## src/rtl/jtag_pkg.sv

```systemverilog
// Shared JTAG TAP definitions.
//   tap_state_e  : the 16 TAP states with the legacy 4-bit encodings
//   IrCapture    : fixed pattern loaded into the IR LSBs in Capture-IR
//   is_bypass_op : true when the low `len` bits of an opcode are all ones
package jtag_pkg;

  typedef enum logic [3:0] {
    StEx2Dr = 4'h0,
    StEx1Dr = 4'h1,
    StShDr  = 4'h2,
    StPauDr = 4'h3,
    StSelIr = 4'h4,
    StUpdDr = 4'h5,
    StCapDr = 4'h6,
    StSelDr = 4'h7,
    StEx2Ir = 4'h8,
    StEx1Ir = 4'h9,
    StShIr  = 4'hA,
    StPauIr = 4'hB,
    StRti   = 4'hC,
    StUpdIr = 4'hD,
    StCapIr = 4'hE,
    StTlr   = 4'hF
  } tap_state_e;

  localparam logic [1:0] IrCapture = 2'b01;

  function automatic logic is_bypass_op(input logic [31:0] op, input int unsigned len);
    logic [31:0] mask;
    mask = (len >= 32) ? '1 : ((32'd1 << len) - 32'd1);
    return (op & mask) == mask;
  endfunction

endpackage

```

## src/rtl/jtag_tap_core_if.sv

```systemverilog
// Pin-side and chain-side signals of the TAP core.
//   master : the TAP core (consumes TMS/TDI/USER_TDO, drives TDO and chain controls)
//   slave  : the pins / user chains on the other side
interface jtag_tap_core_if #(
  parameter int unsigned IR_LEN   = 4,
  parameter int unsigned NUM_USER = 2
);
  logic                TMS;
  logic                TDI;
  logic                TDO;
  logic                TDO_EN;
  logic                TAP_rst;
  logic [IR_LEN-1:0]   INSTR;
  logic                CAPTUREDR;
  logic                SHIFTDR;
  logic                UPDATEDR;
  logic [NUM_USER-1:0] USER_SEL;
  logic [NUM_USER-1:0] USER_TDO;

  modport master (
    input  TMS, TDI, USER_TDO,
    output TDO, TDO_EN, TAP_rst, INSTR, CAPTUREDR, SHIFTDR, UPDATEDR, USER_SEL
  );

  modport slave (
    output TMS, TDI, USER_TDO,
    input  TDO, TDO_EN, TAP_rst, INSTR, CAPTUREDR, SHIFTDR, UPDATEDR, USER_SEL
  );
endinterface

```

## src/rtl/jtag_tap_fsm.sv

```systemverilog
// IEEE 1149.1 16-state TAP controller.
//   TCK, TRST (async active-low), TMS : inputs
//   state_o   : current state register
//   state_d_o : next state (valid before the coming posedge TCK)
//   TAP_rst, CAPTUREDR, SHIFTDR, UPDATEDR : decoded straight from the state register
module jtag_tap_fsm
  import jtag_pkg::*;
(
  input  logic       TCK,
  input  logic       TRST,
  input  logic       TMS,
  output tap_state_e state_o,
  output tap_state_e state_d_o,
  output logic       TAP_rst,
  output logic       CAPTUREDR,
  output logic       SHIFTDR,
  output logic       UPDATEDR
);

  tap_state_e state_q, state_d;

  always_comb begin
    state_d = StTlr;
    unique case (state_q)
      StTlr:   state_d = TMS ? StTlr   : StRti;
      StRti:   state_d = TMS ? StSelDr : StRti;
      StSelDr: state_d = TMS ? StSelIr : StCapDr;
      StCapDr: state_d = TMS ? StEx1Dr : StShDr;
      StShDr:  state_d = TMS ? StEx1Dr : StShDr;
      StEx1Dr: state_d = TMS ? StUpdDr : StPauDr;
      StPauDr: state_d = TMS ? StEx2Dr : StPauDr;
      StEx2Dr: state_d = TMS ? StUpdDr : StShDr;
      StUpdDr: state_d = TMS ? StSelDr : StRti;
      StSelIr: state_d = TMS ? StTlr   : StCapIr;
      StCapIr: state_d = TMS ? StEx1Ir : StShIr;
      StShIr:  state_d = TMS ? StEx1Ir : StShIr;
      StEx1Ir: state_d = TMS ? StUpdIr : StPauIr;
      StPauIr: state_d = TMS ? StEx2Ir : StPauIr;
      StEx2Ir: state_d = TMS ? StUpdIr : StShIr;
      StUpdIr: state_d = TMS ? StSelDr : StRti;
      default: state_d = StTlr;
    endcase
  end

  always_ff @(posedge TCK or negedge TRST) begin
    if (!TRST) begin
      state_q <= StTlr;
    end else begin
      state_q <= state_d;
    end
  end

  // Single-register decodes: no combinational path from TMS, so no glitches.
  assign TAP_rst   = (state_q == StTlr);
  assign CAPTUREDR = (state_q == StCapDr);
  assign SHIFTDR   = (state_q == StShDr);
  assign UPDATEDR  = (state_q == StUpdDr);

  assign state_o   = state_q;
  assign state_d_o = state_d;

endmodule

```

## src/rtl/jtag_tap_core.sv

```systemverilog
// JTAG TAP core: TAP FSM, instruction register, BYPASS and optional IDCODE data
// registers, one-hot user-chain decode and a falling-edge TDO mux.
//   TCK     : test clock (sole clock)
//   TRST    : asynchronous active-low reset
//   jtag_io : master modport of jtag_tap_core_if (TMS/TDI/TDO/TDO_EN, TAP_rst,
//             INSTR, CAPTUREDR/SHIFTDR/UPDATEDR, USER_SEL, USER_TDO)
// Build option: define JTAG_TAP_IDCODE_EN to build the 32-bit IDCODE register and
// make IDCODE_OP the reset instruction; otherwise the reset instruction is BYPASS.
module jtag_tap_core
  import jtag_pkg::*;
#(
  parameter int unsigned       IR_LEN       = 4,
  parameter int unsigned       NUM_USER     = 2,
  parameter logic [IR_LEN-1:0] USER_BASE    = 'h8,
  parameter logic [IR_LEN-1:0] IDCODE_OP    = 'h1,
  parameter logic [31:0]       IDCODE_VALUE = 32'h1000_0001
) (
  input logic             TCK,
  input logic             TRST,
  jtag_tap_core_if.master jtag_io
);

  if (IR_LEN < 2) begin : g_chk_ir_len
    $error("IR_LEN must be at least 2");
  end
  if (IDCODE_VALUE[0] != 1'b1) begin : g_chk_idcode
    $error("IDCODE_VALUE bit 0 must be 1");
  end
  if (IDCODE_OP == '1) begin : g_chk_idcode_op
    $error("IDCODE_OP must not be the BYPASS opcode");
  end

`ifdef JTAG_TAP_IDCODE_EN
  localparam logic [IR_LEN-1:0] InstrRst = IDCODE_OP;
`else
  localparam logic [IR_LEN-1:0] InstrRst = '1;
`endif

  tap_state_e state_q, state_d;
  logic       tap_rst, capture_dr, shift_dr, update_dr;

  jtag_tap_fsm u_fsm (
    .TCK       (TCK),
    .TRST      (TRST),
    .TMS       (jtag_io.TMS),
    .state_o   (state_q),
    .state_d_o (state_d),
    .TAP_rst   (tap_rst),
    .CAPTUREDR (capture_dr),
    .SHIFTDR   (shift_dr),
    .UPDATEDR  (update_dr)
  );

  logic capture_ir, shift_ir, update_ir;
  assign capture_ir = (state_q == StCapIr);
  assign shift_ir   = (state_q == StShIr);
  assign update_ir  = (state_q == StUpdIr);

  // Instruction register
  logic [IR_LEN-1:0] ir_sr_q, instr_q;

  always_ff @(posedge TCK or negedge TRST) begin
    if (!TRST) begin
      ir_sr_q <= '0;
      instr_q <= InstrRst;
    end else begin
      if (capture_ir) begin
        ir_sr_q <= IR_LEN'(IrCapture);
      end else if (shift_ir) begin
        ir_sr_q <= {jtag_io.TDI, ir_sr_q[IR_LEN-1:1]};
      end
      // Reload on the edge that enters TLR; Update-IR never leads to TLR directly.
      if (state_d == StTlr) begin
        instr_q <= InstrRst;
      end else if (update_ir) begin
        instr_q <= ir_sr_q;
      end
    end
  end

  // Instruction decode, registered one TCK behind INSTR
  logic                instr_bypass;
  logic [NUM_USER-1:0] user_sel_d, user_sel_q;

  assign instr_bypass = is_bypass_op(32'(instr_q), IR_LEN);

`ifdef JTAG_TAP_IDCODE_EN
  logic idcode_sel_d, idcode_sel_q;
`endif

  always_comb begin
    user_sel_d = '0;
    for (int unsigned k = 0; k < NUM_USER; k++) begin
      if (!instr_bypass && (instr_q == IR_LEN'(32'(USER_BASE) + k))) begin
        user_sel_d[k] = 1'b1;
      end
    end
`ifdef JTAG_TAP_IDCODE_EN
    idcode_sel_d = !instr_bypass && (instr_q == IDCODE_OP);
    if (idcode_sel_d) begin
      user_sel_d = '0;
    end
`endif
  end

  always_ff @(posedge TCK or negedge TRST) begin
    if (!TRST) begin
      user_sel_q <= '0;
    end else begin
      user_sel_q <= user_sel_d;
    end
  end

  // BYPASS register
  logic bypass_q;

  always_ff @(posedge TCK or negedge TRST) begin
    if (!TRST) begin
      bypass_q <= 1'b0;
    end else if (capture_dr) begin
      bypass_q <= 1'b0;
    end else if (shift_dr) begin
      bypass_q <= jtag_io.TDI;
    end
  end

`ifdef JTAG_TAP_IDCODE_EN
  // IDCODE register
  logic [31:0] idcode_q;

  always_ff @(posedge TCK or negedge TRST) begin
    if (!TRST) begin
      idcode_q     <= IDCODE_VALUE;
      idcode_sel_q <= 1'b1;
    end else begin
      idcode_sel_q <= idcode_sel_d;
      if (capture_dr) begin
        idcode_q <= IDCODE_VALUE;
      end else if (shift_dr) begin
        idcode_q <= {jtag_io.TDI, idcode_q[31:1]};
      end
    end
  end
`endif

  // Data-register output select; unmatched opcodes fall through to BYPASS.
  logic dr_tdo;

  always_comb begin
    dr_tdo = bypass_q;
`ifdef JTAG_TAP_IDCODE_EN
    if (idcode_sel_q) begin
      dr_tdo = idcode_q[0];
    end
`endif
    for (int unsigned k = 0; k < NUM_USER; k++) begin
      if (user_sel_q[k]) begin
        dr_tdo = jtag_io.USER_TDO[k];
      end
    end
  end

  // TDO retimed to the falling edge so it is stable around the next rising edge.
  logic tdo_d, tdo_en_d, tdo_q, tdo_en_q;

  always_comb begin
    tdo_d    = 1'b0;
    tdo_en_d = 1'b0;
    if (shift_ir) begin
      tdo_d    = ir_sr_q[0];
      tdo_en_d = 1'b1;
    end else if (shift_dr) begin
      tdo_d    = dr_tdo;
      tdo_en_d = 1'b1;
    end
  end

  always_ff @(negedge TCK or negedge TRST) begin
    if (!TRST) begin
      tdo_q    <= 1'b0;
      tdo_en_q <= 1'b0;
    end else begin
      tdo_q    <= tdo_d;
      tdo_en_q <= tdo_en_d;
    end
  end

  assign jtag_io.TDO       = tdo_q;
  assign jtag_io.TDO_EN    = tdo_en_q;
  assign jtag_io.TAP_rst   = tap_rst;
  assign jtag_io.INSTR     = instr_q;
  assign jtag_io.CAPTUREDR = capture_dr;
  assign jtag_io.SHIFTDR   = shift_dr;
  assign jtag_io.UPDATEDR  = update_dr;
  assign jtag_io.USER_SEL  = user_sel_q;

endmodule

```

## src/flat_wrapper.sv

```systemverilog
// flat-port wrapper written by rule: the top's interface ports become plain ports
module jtag_tap_core_flat import jtag_pkg::*;
#(
  parameter int unsigned       IR_LEN       = 4,
  parameter int unsigned       NUM_USER     = 2,
  parameter logic [IR_LEN-1:0] USER_BASE    = 'h8,
  parameter logic [IR_LEN-1:0] IDCODE_OP    = 'h1,
  parameter logic [31:0]       IDCODE_VALUE = 32'h1000_0001
)
  (TCK, TRST, jtag_io_TMS, jtag_io_TDI, jtag_io_USER_TDO, jtag_io_TDO, jtag_io_TDO_EN, jtag_io_TAP_rst, jtag_io_INSTR, jtag_io_CAPTUREDR, jtag_io_SHIFTDR, jtag_io_UPDATEDR, jtag_io_USER_SEL);
  jtag_tap_core_if #(.IR_LEN(IR_LEN), .NUM_USER(NUM_USER)) jtag_io_i ();
  input logic TCK;
  input logic TRST;
  input wire logic [$bits(jtag_io_i.TMS)-1:0] jtag_io_TMS;
  input wire logic [$bits(jtag_io_i.TDI)-1:0] jtag_io_TDI;
  input wire logic [$bits(jtag_io_i.USER_TDO)-1:0] jtag_io_USER_TDO;
  output wire logic [$bits(jtag_io_i.TDO)-1:0] jtag_io_TDO;
  output wire logic [$bits(jtag_io_i.TDO_EN)-1:0] jtag_io_TDO_EN;
  output wire logic [$bits(jtag_io_i.TAP_rst)-1:0] jtag_io_TAP_rst;
  output wire logic [$bits(jtag_io_i.INSTR)-1:0] jtag_io_INSTR;
  output wire logic [$bits(jtag_io_i.CAPTUREDR)-1:0] jtag_io_CAPTUREDR;
  output wire logic [$bits(jtag_io_i.SHIFTDR)-1:0] jtag_io_SHIFTDR;
  output wire logic [$bits(jtag_io_i.UPDATEDR)-1:0] jtag_io_UPDATEDR;
  output wire logic [$bits(jtag_io_i.USER_SEL)-1:0] jtag_io_USER_SEL;
  assign jtag_io_i.TMS = jtag_io_TMS;
  assign jtag_io_i.TDI = jtag_io_TDI;
  assign jtag_io_i.USER_TDO = jtag_io_USER_TDO;
  assign jtag_io_TDO = jtag_io_i.TDO;
  assign jtag_io_TDO_EN = jtag_io_i.TDO_EN;
  assign jtag_io_TAP_rst = jtag_io_i.TAP_rst;
  assign jtag_io_INSTR = jtag_io_i.INSTR;
  assign jtag_io_CAPTUREDR = jtag_io_i.CAPTUREDR;
  assign jtag_io_SHIFTDR = jtag_io_i.SHIFTDR;
  assign jtag_io_UPDATEDR = jtag_io_i.UPDATEDR;
  assign jtag_io_USER_SEL = jtag_io_i.USER_SEL;
  jtag_tap_core #(.IR_LEN(IR_LEN), .NUM_USER(NUM_USER), .USER_BASE(USER_BASE), .IDCODE_OP(IDCODE_OP), .IDCODE_VALUE(IDCODE_VALUE)) u_core (.TCK(TCK), .TRST(TRST), .jtag_io(jtag_io_i));
endmodule
```

## config.mk

```make
export PLATFORM = sky130hd
export DESIGN_NAME = jtag_tap_core_flat
export DESIGN_NICKNAME = d
export VERILOG_FILES = /design/src/rtl/jtag_pkg.sv /design/src/rtl/jtag_tap_core_if.sv /design/src/rtl/jtag_tap_fsm.sv /design/src/rtl/jtag_tap_core.sv /design/src/flat_wrapper.sv
export SDC_FILE = /design/constraint.sdc
export NUM_CORES = 1
export LEC_CHECK = 0
export BUFFER_PORTS_ARGS = -buffer_cell sky130_fd_sc_hd__buf_2
export CAP_MARGIN = 20
export CORE_MARGIN = 2
export CORE_UTILIZATION = 35
export DETAILED_ROUTE_END_ITERATION = 6
export HOLD_SLACK_MARGIN = 0.15
export MAX_ROUTING_LAYER = met4
export REMOVE_ABC_BUFFERS = 1
export SLEW_MARGIN = 5
export SYNTH_ARGS = -nofsm -noshare
export SYNTH_HDL_FRONTEND = slang
export SYNTH_SLANG_ARGS = --single-unit
```

## constraint.sdc

```tcl
create_clock -name TCK -period 1.5 [get_ports TCK]
set_clock_uncertainty 0.05 [all_clocks]
set_input_delay 0.3 -clock TCK [delete_from_list [all_inputs] [get_ports TCK]]
set_output_delay 0.3 -clock TCK [all_outputs]
set_load 0.03 [all_outputs]
```

==> results.yml, run 1 <==
clock_network:
  cts_inserted_buffers: 3
  htreeDepth: 1
  cts_root_buf: "clkbuf_4"
  count_of_clock_tree_sinks: 17
  clk_pin_slew_ns: 0.09
  cts.path.max_buffers: 2
  tritoncts: "done"
  worst_skew_pair.late_latency_ns: 0.29
pwr:
  cell_internal_pwr_mw: 1.837
  peakVddDrop_uv: 1056
  power_switching_share: 0.4182
  p_switching_mw: 1.320
  pwr-share-clk: 0.077
  power_frac_seq: 0.290
  power-per-cell-area_nw_per_um2: 2356
  power_frac_comb: 0.634
  static-leakage-power_nw: 0.6368
  total_power_mw: 3.157
worst_setup_path:
  cp.required_ns: 1.15
  timing_worst_setup_path_type: "reg2out"
  peak_per_stage_delay_on_the_critical_path_ns: 0.41
  cp-start-kind: "flop"
  worstSetupEndpointType: "output port"
  worstPathBufferInverterCount: 1
  worstPathArrival_ns: 1.57
  cp_slowest_cell: "dfrtn_1"
  critical_path.max_fanout: 1
  cp_cell_sequence: "buf_6"
  critPathTopFamily: "flip-flops"
route:
  routedWlPerCell_um: 13.91
  initial_drc_count: 10
  detail_route.drc_violations: 0
  route.final.wire_length_mm: 2.086
  drtAntennaViolNets: 0
  routed-via-count: 751
  post_drt_via_cell_ratio: 5.007
  detail_route.first_pass.iterations: 4
final_layout:
  area_delta_synth_final_pct: 63.76
  finish.instance_area_um2: 1340
  share_of_cells_above_drive_strength_1: 0.5984
  num-nets-final: 129
  finish.utilization: 0.6058
  antenna-diode-count: 0
  layoutNonFillerInstCount: 150
yosys:
  post_synth_fa_ha_maj_area_fraction: 0
  synthCells: 80
  synth_top_area_frac: 0.2569
  synth.top_cells.by_area: "dfstp_2 26%, dfrtp_1 21%, nand2_1 6.4%, dfrtn_1 6.1%, mux2i_1 3.7%"
  synth_area_per_cell_um2: 10.23
  main_combinational_cell_family_by_area_after_synthesis: "simple AND/OR/NAND/NOR gates"
  largest_area_contributor_in_the_synthesized_netlist: "dfstp_2"
  post_synth_edffs: 0
  ys_warn_count: 0
  synth.yosys.seq_area_share: 0.5321
  synth_simple_gate_area_frac: 0.2080
  synthesis.area_um2: 818.3
  ys_ff_latch: 17
  synth_flop_cell: "dfstp_2"
  synthXorXnorAreaFrac: 0
  multiplexer_share_of_the_synthesized_area: 0.05046
  async_flop_share: 1.000
  netlist-cell-type-count: 33
  synth_compound_area_frac: 0.1498
grt:
  grt_start_max_net_pins: 13
  antenna_violations_before_repair: 0
  grt_pass1_vias: 674
  grt_pass1_wl_mm: 3.174
  grt-ovfl-total: 0
  gr-usage-all-layers: 0.1677
timing:
  post-route-worst-setup-slack_ns: -0.4246
  setup_viol: 9
  rsz_0062_raised_after_global_routing: "true"
  finalHoldViolCount: 0
  timing.final.max_slew_violations: 0
  maxSlewHeadroom: 0.7925
  hold_ws_ns: 0.2369
  worst_slew_pin_slew_ns: 0.3103
  timing.setup.tns_ns: -2.202
floorplan:
  fp.coreArea_um2: 2212
  floorplan.die.width_um: 52.35
  die_h_um: 52.35
  design.portCount: 18
  floorplan.initialDensity: 0.3699
  num_rows: 17
  fp.dieArea_um2: 2741
run_status:
  failed_checks: "negative setup slack"
  status: "finished with violations"
place:
  placedInstanceArea_um2: 983.4
  detailed_place_hpwl_mm: 1.203
  placed_cells: 130
  routability_congestion: 0.7231
  detailedPlace.worstSlack_ns: -0.4581
  portBuffers: 17
min_path:
  min-delay-path-class: "in2reg"
job:
  max_cap_viol_count: 0
==> cell families (layout without fill, tap and decap cells) <==
group | after synthesis | count (layout)
DFF | 17 | 17
and+or+nand+nor | 32 | 32
AOI/OAI and AO/OA | 18 | 18
buffers and inverters | 9 | 51
muxes | 4 | 4
==> power by group through the flow <==
| stage | logic (mW) | registers (mW) | clock network [mW] |
|---|---|---|---|
| after floorplan | 0.503 | 1.12 | 0 |
| after global placement | 1.18 | 0.869 | 0 |
| after detailed placement | 1.19 | 0.880 | 0 |
| after CTS | 1.63 | 0.899 | 0.248 |
| after global routing | 2.14 | 0.937 | 0.266 |
| final | 2.00 | 0.914 | 0.243 |
==> cells in the mapped netlist (all sizes together) (2+ instances only) <==
master / n
nand2: 14
dfstp: 8
dfrtp: 7
o21ai: 6
buf: 5
nor2: 4
a21oi: 3
inv: 3
mux2i: 3
nor3: 3
a21o: 2
dfrtn: 2
nor4b: 2
==> registers in the layout, summed over array words and instances, names as in the netlist <==
name,count
u_core.bypass_q,1
u_core.jtag_io.TDO_EN,1
u_core.jtag_io.TDO,1
u_core.ir_sr_q,4
u_core.u_fsm.state_o,4
u_core.jtag_io.USER_SEL,2
u_core.jtag_io.INSTR,4
==> final timing paths <==
check                                              from                       to  slack, ns  depth (start not counted)
worst max-delay path                 u_core.jtag_io.TDO              jtag_io_TDO      -0.42                          1
worst min-delay path                        jtag_io_TMS  u_core.u_fsm.state_o[0]       0.24                          2
worst max register to register  u_core.u_fsm.state_o[3]       u_core.jtag_io.TDO      -0.29                          3
worst min register to register  u_core.jtag_io.INSTR[0]  u_core.jtag_io.INSTR[0]       0.48                          2
max in group asynchronous                          TRST       u_core.jtag_io.TDO       0.29                          2
min in group asynchronous                          TRST  u_core.u_fsm.state_o[0]       0.49                          2
==> what timing repair did <==
| item | 4_1_cts | 5_1_grt |
|---|---|---|
| endpoints found under the setup margin | 8 | 18 |
| pin swaps | 6 | 6 |
| hold endpoints to repair | 10 | 0 |
| hold buffers | 1 | 0 |
| buffers inserted | 10 | 6 |
| resized for setup | 27 | 25 |
==> final cells by class <==
class	instances	area [um^2]
multi-input combinational	54	459.2
clock buffer	4	26.28
fill	181	872.1
timing repair buffer	44	372.9
inverter	3	11.26
tap	28	35.03
sequential	17	435.4
==> metal layers <==
metal / part of all wire / global-route usage / vias up
met5: 0 / - / -
met4: 0.018 / 0.07692 / 0
met3: 0.031 / 0.04286 / 4
met2: 0.47 / 0.2354 / 13
met1: 0.48 / 0.2264 / 366
li1: - / - / 368
==> cell usage in the layout (no fill, tap or decap), types with 2 or more instances in the layout <==
cell and count:
nand2_1 11, inv_1 2, clkbuf_4 3, nand2_2 2, o21ai_0 4, nor2_1 2, a21oi_1 2, mux2i_1 3
buf_6 16, buf_2 11, buf_4 15, dfrtp_1 7, nor3_2 2, dfrtn_1 2, dfstp_2 8, o21ai_1 2
a21o_1 2
No activity file was read; power rests on OpenSTA's default activity.
==> run 2, diff against run 1 <==
Settings changed: BUFFER_PORTS_ARGS -buffer_cell sky130_fd_sc_hd__buf_2 to default, DONT_BUFFER_PORTS from default to 1.
==> run 2 against run 1 <==
Net effect: the flow still finishes with violations (negative setup slack); die area stayed put; design area is 5.6% lower; utilization is 3.4 points lower; global-route usage is 0.40 points higher; first-iteration DRC count is 10% higher; combinational power is 13% lower; critical path type unchanged; largest cell class is now flip-flops and latches.
==> results.yml, run 2 (same netlist as run 1, synthesis figures left out) <==
worst_setup_path:
  reg2reg_setup_slack_ns: -0.31
  worstPathArrival_ns: 1.60
  critical_path.max_fanout: 1
  worstSetupEndpointType: "output port"
  crit-reg2reg-capture: "u_core.jtag_io.TDO"
  cp.required_ns: 1.15
  worstRegToRegCells: 3
  cp-start-kind: "flop"
  timing_worst_setup_path_type: "reg2out"
  regToRegStartpoint: "u_core.u_fsm.state_o[3]"
place:
  placedInstanceArea_um2: 920.9
  detailed_place_hpwl_mm: 1.166
  detailedPlace.worstSlack_ns: -0.4118
  portBuffers: 0
  routability_congestion: 0.7181
timing:
  post-route-worst-setup-slack_ns: -0.4477
  finalHoldViolCount: 0
  setup_viol: 13
  timing.setup.tns_ns: -2.408
  maxSlewHeadroom: 0.5461
  rsz_0062_raised_after_global_routing: "true"
  timing.final.max_slew_violations: 0
  worst_slew_pin_slew_ns: 0.6785
min_path:
  whs_path_depth: 2
  min-delay-path-class: "in2reg"
  min-delay-start: "jtag_io_TMS"
  hold-path-endpoint: "u_core.u_fsm.state_o[1]"
clock_network:
  htreeDepth: 1
  clk_pin_slew_ns: 0.09
  count_of_clock_tree_sinks: 17
  cts_root_buf: "clkbuf_4"
  tritoncts: "done"
  cts.path.max_buffers: 2
  worst_skew_pair.late_latency_ns: 0.28
  cts_inserted_buffers: 3
run_status:
  failed_checks: "negative setup slack"
  status: "finished with violations"
route:
  route.final.wire_length_mm: 2.181
  drtAntennaViolNets: 0
  detail_route.drc_violations: 0
  routedWlPerCell_um: 15.58
  detail_route.first_pass.iterations: 4
  initial_drc_count: 11
  post_drt_via_cell_ratio: 5.243
  routed-via-count: 734
floorplan:
  fp.coreArea_um2: 2212
  die_h_um: 52.35
  floorplan.initialDensity: 0.3699
  floorplan.die.width_um: 52.35
  design.portCount: 18
  num_rows: 17
  fp.dieArea_um2: 2741
final_layout:
  finish.utilization: 0.5718
  num-nets-final: 119
  area_delta_synth_final_pct: 54.59
  multiInputGateArea_um2: 429.2
  layout.cells.most_common: "buf_4"
  final_cell_mix: "19 x buf_4, 13 x nand2_1, 10 x buf_6"
  antenna-diode-count: 0
  finish.instance_area_um2: 1265
  n_fill_cell: 200
  share_of_cells_above_drive_strength_1: 0.5000
  register_area_um2: 435.4
grt:
  grt_pass1_vias: 734
  grt_start_max_net_pins: 16
  antenna_violations_before_repair: 0
  gr-usage-all-layers: 0.1717
  grt_pass1_wl_mm: 3.270
  grt-ovfl-total: 0
pwr:
  peakVddDrop_uv: 1141
  static-leakage-power_nw: 0.5853
  power-per-cell-area_nw_per_um2: 2405
job:
  max_cap_viol_count: 0
run 2: cell count changes in the layout (fill, tap and decap cells not counted), moves of 2 or more:
cell	delta
dlygate4sd3_1	+2
buf_4	+4
buf_6	-6
nand2_2	-2
nand2_1	+2
buf_2	-11
run 2: area by class of cell:
type                    count  area share
clock buffers               4     0.02077
repair buffers             34      0.2591
well taps                  28     0.02770
flip-flops and latches     17      0.3442
inverters                   3    0.008902
multi-input cells          54      0.3393
run 2: what timing repair did:
action | in CTS | in global routing
setup buffers | 9 | 9
endpoints found under the hold margin | 19 | 0
hold buffers | 3 | 0
gates resized for setup | 15 | 19
cloned | 1 | 0
pin swaps | 4 | 11
endpoints found under the setup margin | 8 | 16
run 2: per-layer routing:
layer  track usage  up-vias  share of wire
met1        0.2144      361           0.41
li1              -      346              -
met4       0.06410        0          0.016
met5             -        -              0
met3       0.03429        4          0.047
met2        0.2750       23           0.53
run 2: per-stage QoR:
stage | instances | power, mW | hold WS (ns)
2_1_floorplan | 74 | 1.622 | -0.04559
3_3_place_gp | 116 | 1.966 | -0.04511
3_5_place_dp | 116 | 1.995 | -0.04510
4_1_cts | 133 | 2.676 | 0.1507
5_1_grt | 140 | 3.224 | 0.1579
6_report | 140 | 3.042 | 0.1660
run 2: worst max path at each step:
stage | from | to | slack (ns) | cells after the start
floorplan | u_core.u_fsm.state_o[2] | jtag_io_UPDATEDR | -0.66 | 2
global placement | u_core.bypass_q | u_core.jtag_io.TDO | -0.36 | 3
detailed placement | u_core.bypass_q | u_core.jtag_io.TDO | -0.41 | 3
CTS | u_core.jtag_io.TDO_EN | jtag_io_TDO_EN | -0.46 | 0
global route | u_core.jtag_io.TDO | jtag_io_TDO | -0.49 | 0
finish | u_core.jtag_io.TDO_EN | jtag_io_TDO_EN | -0.45 | 0
run 2: power breakdown:
group | switching (mW) | internal, mW | total [mW] | leakage [nW]
Sequential | 0.330 | 0.736 | 1.07 | 0.204
Combinational | 0.806 | 0.930 | 1.74 | 0.367
Clock | 0.136 | 0.103 | 0.240 | 0.0150
Total | 1.27 | 1.77 | 3.04 | 0.585
